### src/rtl/elelock_ctrl.sv
// Tenkey lock sequencer: debounced-edge digit capture, code check, retry limit/lockout, auto-relock.
// Latency: last digit sampled at edge T -> CHECK during T..T+1 -> unlock_p/fail_p/lock updated at edge T+1.
// Backpressure: none; at most one digit per cycle, presses outside LOCKED (or with close) are dropped.
//
// Ports:
//   clk, rst_n        clock, asynchronous active-low reset
//   tenkey[9:0]       raw key levels, bit i = digit i (synchronous to clk)
//   close             level; re-lock when open, clear partial entry when locked
//   lock              registered, 1 = locked
//   unlock_p, fail_p  one-cycle result pulses
//   lockout           high while retries are exhausted
//   tries_left[3:0]   remaining attempts before lockout
module elelock_ctrl #(
    parameter int          CODE_LEN     = 4,
    parameter logic [15:0] SECRET       = 16'h3719,
    parameter int          MAX_TRIES    = 3,
    parameter int          LOCKOUT_CYC  = 1000,
    parameter int          RELOCK_CYC   = 500,
    parameter int          DIGIT_TO_CYC = 200
) (
    input  logic       clk,
    input  logic       rst_n,
    input  logic [9:0] tenkey,
    input  logic       close,
    output logic       lock,
    output logic       unlock_p,
    output logic       fail_p,
    output logic       lockout,
    output logic [3:0] tries_left
);

    // ------------------------------------------------------------------
    // State encoding
    // ------------------------------------------------------------------
    localparam logic [1:0] ST_LOCKED  = 2'd0;
    localparam logic [1:0] ST_CHECK   = 2'd1;
    localparam logic [1:0] ST_OPEN    = 2'd2;
    localparam logic [1:0] ST_LOCKOUT = 2'd3;

    // One shared timer serves all states, so it is sized for the longest period.
    localparam int CMAX_A = (LOCKOUT_CYC > RELOCK_CYC) ? LOCKOUT_CYC : RELOCK_CYC;
    localparam int CMAX   = (CMAX_A > DIGIT_TO_CYC) ? CMAX_A : DIGIT_TO_CYC;
    localparam int CW     = $clog2(CMAX + 1);

    localparam logic [CW-1:0] DIGIT_LAST   = CW'(DIGIT_TO_CYC - 1);
    localparam logic [CW-1:0] RELOCK_LAST  = CW'(RELOCK_CYC - 1);
    localparam logic [CW-1:0] LOCKOUT_LAST = CW'(LOCKOUT_CYC - 1);
    localparam logic [CW-1:0] CNT_ONE      = CW'(1);

    localparam logic [3:0]  TRIES_INIT = 4'(MAX_TRIES);
    localparam logic [2:0]  IDX_LAST   = 3'(CODE_LEN - 1);

    // Only the top CODE_LEN nibbles take part in the comparison.
    localparam logic [31:0] MASK_FULL = (32'd1 << (4 * CODE_LEN)) - 32'd1;
    localparam logic [15:0] CODE_MASK = MASK_FULL[15:0] << (4 * (4 - CODE_LEN));

    // ------------------------------------------------------------------
    // Registers
    // ------------------------------------------------------------------
    logic [1:0]    state;
    logic [9:0]    tk_q;
    logic [2:0]    idx;
    logic [15:0]   dig_buf;
    logic [CW-1:0] cnt;

    // ------------------------------------------------------------------
    // Press detection and digit encoding
    // ------------------------------------------------------------------
    logic       key_onehot;
    logic       press;
    logic [3:0] key_digit;
    logic [4:0] ins_sh;
    logic [15:0] buf_ins;
    logic       code_ok;

    always_comb begin
        // x & (x-1) clears the lowest set bit; zero result means at most one bit set.
        key_onehot = (tenkey != 10'd0) && ((tenkey & (tenkey - 10'd1)) == 10'd0);
        key_digit  = 4'd0;
        for (int i = 0; i < 10; i++) begin
            if (tenkey[i]) begin
                key_digit = 4'(i);
            end
        end
        // A new press needs an all-zero sample before it, so held keys count once.
        press = key_onehot && (tk_q == 10'd0);
    end

    // First digit lands in the top nibble, so the buffer lines up with SECRET.
    always_comb begin
        ins_sh  = {IDX_LAST - idx, 2'b00} + 5'(4 * (4 - CODE_LEN));
        buf_ins = {12'd0, key_digit} << ins_sh;
        code_ok = ((dig_buf ^ SECRET) & CODE_MASK) == 16'd0;
    end

    // ------------------------------------------------------------------
    // Main sequencer
    // ------------------------------------------------------------------
    always_ff @(posedge clk or negedge rst_n) begin
        if (!rst_n) begin
            state      <= ST_LOCKED;
            tk_q       <= 10'd0;
            idx        <= 3'd0;
            dig_buf    <= 16'd0;
            cnt        <= '0;
            lock       <= 1'b1;
            unlock_p   <= 1'b0;
            fail_p     <= 1'b0;
            lockout    <= 1'b0;
            tries_left <= TRIES_INIT;
        end else begin
            // tk_q tracks the keypad in every state so a key held across a
            // state change cannot be mistaken for a fresh press afterwards.
            tk_q     <= tenkey;
            unlock_p <= 1'b0;
            fail_p   <= 1'b0;

            case (state)
                ST_LOCKED: begin
                    lock    <= 1'b1;
                    lockout <= 1'b0;
                    if (close) begin
                        // close wins over a simultaneous press
                        idx     <= 3'd0;
                        dig_buf <= 16'd0;
                        cnt     <= '0;
                    end else if (press) begin
                        dig_buf <= dig_buf | buf_ins;
                        idx     <= idx + 3'd1;
                        cnt     <= '0;
                        if (idx == IDX_LAST) begin
                            state <= ST_CHECK;
                        end
                    end else if (idx != 3'd0) begin
                        // Inter-digit timeout abandons the entry silently.
                        if (cnt == DIGIT_LAST) begin
                            idx     <= 3'd0;
                            dig_buf <= 16'd0;
                            cnt     <= '0;
                        end else begin
                            cnt <= cnt + CNT_ONE;
                        end
                    end else begin
                        cnt <= '0;
                    end
                end

                ST_CHECK: begin
                    idx     <= 3'd0;
                    dig_buf <= 16'd0;
                    cnt     <= '0;
                    if (code_ok) begin
                        unlock_p   <= 1'b1;
                        tries_left <= TRIES_INIT;
                        lock       <= 1'b0;
                        state      <= ST_OPEN;
                    end else begin
                        fail_p     <= 1'b1;
                        tries_left <= tries_left - 4'd1;
                        // tries_left==1 means this failure uses the last attempt.
                        if (tries_left == 4'd1) begin
                            lockout <= 1'b1;
                            state   <= ST_LOCKOUT;
                        end else begin
                            state <= ST_LOCKED;
                        end
                    end
                end

                ST_OPEN: begin
                    if (close || (cnt == RELOCK_LAST)) begin
                        lock  <= 1'b1;
                        cnt   <= '0;
                        state <= ST_LOCKED;
                    end else begin
                        lock <= 1'b0;
                        cnt  <= cnt + CNT_ONE;
                    end
                end

                ST_LOCKOUT: begin
                    lock <= 1'b1;
                    if (cnt == LOCKOUT_LAST) begin
                        lockout    <= 1'b0;
                        tries_left <= TRIES_INIT;
                        cnt        <= '0;
                        state      <= ST_LOCKED;
                    end else begin
                        lockout <= 1'b1;
                        cnt     <= cnt + CNT_ONE;
                    end
                end

                default: begin
                    state <= ST_LOCKED;
                    lock  <= 1'b1;
                    cnt   <= '0;
                end
            endcase
        end
    end

endmodule

### config.mk
export PLATFORM = sky130hd
export DESIGN_NAME = elelock_ctrl
export DESIGN_NICKNAME = d
export VERILOG_FILES = /design/src/rtl/elelock_ctrl.sv
export SDC_FILE = /design/constraint.sdc
export NUM_CORES = 1
export LEC_CHECK = 0
export CAP_MARGIN = 20
export CORE_MARGIN = 2
export CORE_UTILIZATION = 45
export DETAILED_ROUTE_END_ITERATION = 7
export DONT_BUFFER_PORTS = 1
export PLACE_DENSITY = 0.7
export RECOVER_POWER = 100
export SLEW_MARGIN = 15
export SYNTH_ARGS = -nofsm -noshare
export SYNTH_HDL_FRONTEND = slang
export SYNTH_SLANG_ARGS = --single-unit
### constraint.sdc
create_clock -name clk -period 2.1 [get_ports clk]
set_clock_uncertainty 0.15 [all_clocks]
set_input_delay 0.315 -clock clk [delete_from_list [all_inputs] [get_ports clk]]
set_output_delay 0.315 -clock clk [all_outputs]
set_load 0.05 [all_outputs]
==> flow_metrics.py <==
metrics = {
    "global_routing": {
        "grt-ovfl-total": 0,
        "grt_pass1_wl_um": 9320,
        "grt_max_degree": 50,
        "grt_usage_pct": 19.1,
        "antenna_found_initial": 0,
        "grt_pass1_vias": 1991,
    },
    "placement": {
        "portBuffers": 0,
        "place_congestion": 0.801,
        "pre_cts_ws_ns": -0.347,
        "dp.cells": 349,
        "dpl.hpwl_um": 3820,
        "postPlaceCellArea_mm2": 0.00280,
    },
    "logic_synthesis": {
        "yosys-top-cells-area": "dfrtp_1, nor2_1, ha_1",
        "syn_area_mm2": 0.00246,
        "ys_seq_area_share_pct": 49.9,
        "synth_warnings": 0,
        "synth.most_common_cell": "nor2_1",
        "synth_edf_count": 0,
        "synth_commonest_cells": "nor2_1, dfrtp_1, inv_1, nand2_1, nor4_1",
        "async_reset_ff_share_pct": 100,
        "ys_ff_latch": 49,
        "avgSynthCellArea_um2": 9.78,
        "synthCells": 252,
        "synth_cell_type_count": 45,
        "postSynthNetCount": 275,
        "yosysTopAreaCell": "dfrtp_1",
        "synth_flop_cell": "dfrtp_1",
        "netlist.area_leader.share_pct": 46.7,
    },
    "hold_path": {
        "hold_path_class": "in -> reg",
    },
    "layout": {
        "drive_above_1_share_pct": 19.7,
        "num_antenna_cells": 0,
        "layout.nets": 321,
        "fin_area_mm2": 0.00308,
        "fin_cells": 369,
        "syn_to_final_growth_pct": 24.8,
    },
    "timing": {
        "layout_min_cycle_time_ns": 2.13,
        "setup_tns_ns": -0.372,
        "timing_hold_violations_final": 0,
        "post-route-period-util_pct": 102,
        "finalSetupViolCount": 16,
        "timing.final.ws_setup_ns": -0.0333,
        "whs_ns": 0.107,
        "fmax_mhz": 469,
        "rsz0062_at_grt": "yes",
        "tightest_slew_ns": 1.17,
        "report.final.slew_viol_count": 0,
        "relSlewSlack_pct": 21.7,
    },
    "power": {
        "p_per_area_mw_per_mm2": 570,
        "p_leak_nw": 1.35,
        "peakVddDrop_mv": 0.482,
    },
    "drt": {
        "antenna_left": 0,
        "drt_iter0_markers": 110,
        "wire_per_inst_um": 14.9,
        "drt_drc_violations_left": 0,
        "routed_wl_um": 5510,
        "routed_via_density": 5.67,
        "num_vias": 2094,
        "dr.pass1.iters": 4,
    },
    "floorplan": {
        "dieArea_mm2": 0.00609,
        "die_x_um": 78.0,
        "start_util_pct": 47.4,
        "rows": 26,
        "io_pins": 21,
        "die_h_um": 78.0,
        "core_area_mm2": 0.00520,
    },
    "clock_tree": {
        "clk_latency_ns": 0.29,
        "cts_tree": "done",
        "clk_path_buf_depth": 2,
        "htreeDepth": 2,
        "cts_setup_buffers": 0,
        "root_buffer": "clkbuf_8",
        "cts_num_sinks": 49,
        "cts_made_buffers": 5,
        "clk_pin_slew_worst_paths_ns": 0.08,
    },
    "status": {
        "violations": "negative setup slack",
        "status": "complete, but fails checks",
    },
    "critical_path": {
        "path_class": "in -> reg",
        "worstPathRequired_ns": 2.13,
        "cp.arrival_ns": 2.17,
        "worstPathMaxFanout": 16,
        "worst_setup_path_start_kind": "input port",
        "crit_path_end_kind": "register",
    },
    "job": {
        "drv_cap": 0,
    },
}
## worst max-delay path: stages
cell	delay, ns
or4_4	0.52
or3_4	0.40
a211o_1	0.30
o21ai_4	0.21
and3_4	0.34
nor2_1	0.07
## layout make-up
type | count | area, µm²
Fill cell | 437 | 2130
Multi-Input combinational cell | 183 | 1230
Sequential cell | 49 | 1230
Timing Repair Buffer | 44 | 350
Tap cell | 70 | 87.6
Clock buffer | 7 | 86.3
Inverter | 15 | 56.3
Clock inverter | 1 | 30.0
## state kept, by name, indices dropped and copies added, names as in the netlist
register,count
lock,1
unlock_p,1
fail_p,1
lockout,1
tk_q,10
cnt,10
dig_buf,16
idx,3
state,2
tries_left,4
## path summary, 6_finish.rpt
path / from / end / slack, ns / depth (start not counted)
setup / recovery: tenkey[5] / dig_buf[5] / -0.03 / 6
hold / removal: close / idx[2] / 0.11 / 3
setup reg to reg: cnt[2] / state[1] / 0.04 / 5
hold reg to reg: dig_buf[4] / dig_buf[4] / 0.35 / 2
max in group asynchronous: rst_n / state[0] / 0.43 / 2
min in group asynchronous: rst_n / fail_p / 0.65 / 2
## cell usage in the layout, fill, tap and decap left out, types with 3 or more instances in the layout
master and instances:
nor2_1 47, dfrtp_1 46, buf_4 28, nand2_1 14, inv_1 13, a31oi_1 11
dlygate4sd3_1 11, nor4_1 10, a21oi_1 9, ha_1 9, nand4_1 7, a41oi_1 7
clkbuf_8 6, o21ai_0 5, xnor2_1 5, nor3_1 5, nand3_1 5, xor2_1 4
or3_1 3, clkbuf_2 3, dfstp_1 3
## what timing repair did
item	CTS	global route
pin swaps	1	1
setup endpoints to repair	17	19
cloned	0	0
endpoints found under the hold margin	59	0
hold buffers	12	0
resized for setup	4	14
## where the power goes
group	leakage (nW)	internal, mW	switching [mW]	total [mW]
combinational	0.660	0.0460	0.0576	0.104
clock	0.0585	0.388	0.296	0.684
sequential	0.634	0.957	0.00719	0.964
## cells by family (layout without fill, tap and decap cells)
logic type	Yosys count	after routing	synth area share, %
AO/OA/AOI/OAI	51	51	14.9
XOR/XNOR	9	9	3.20
AND/OR/NAND/NOR	110	110	21.8
buffers and inverters	20	67	3.86
multiplexers	3	3	1.27
adder cells (fa/ha/maj)	10	10	5.08
flip-flops	49	49	49.9
## metal layers
layer | GRT usage (%) | routed length (µm)
met3 | 5.17 | 215
met4 | 5.79 | 102
met1 | 24.8 | 2460
met5 | 0 | 0
met2 | 31.5 | 2730
## through the flow
step	utilization, %	total power [mW]
after detailed placement	53.8	1.05
final	59.1	1.75
after CTS	59.0	1.77
after global placement	53.8	1.05
after floorplan	-	1.03
after global routing	59.1	1.82
No activity file was read; power rests on OpenSTA's default activity.
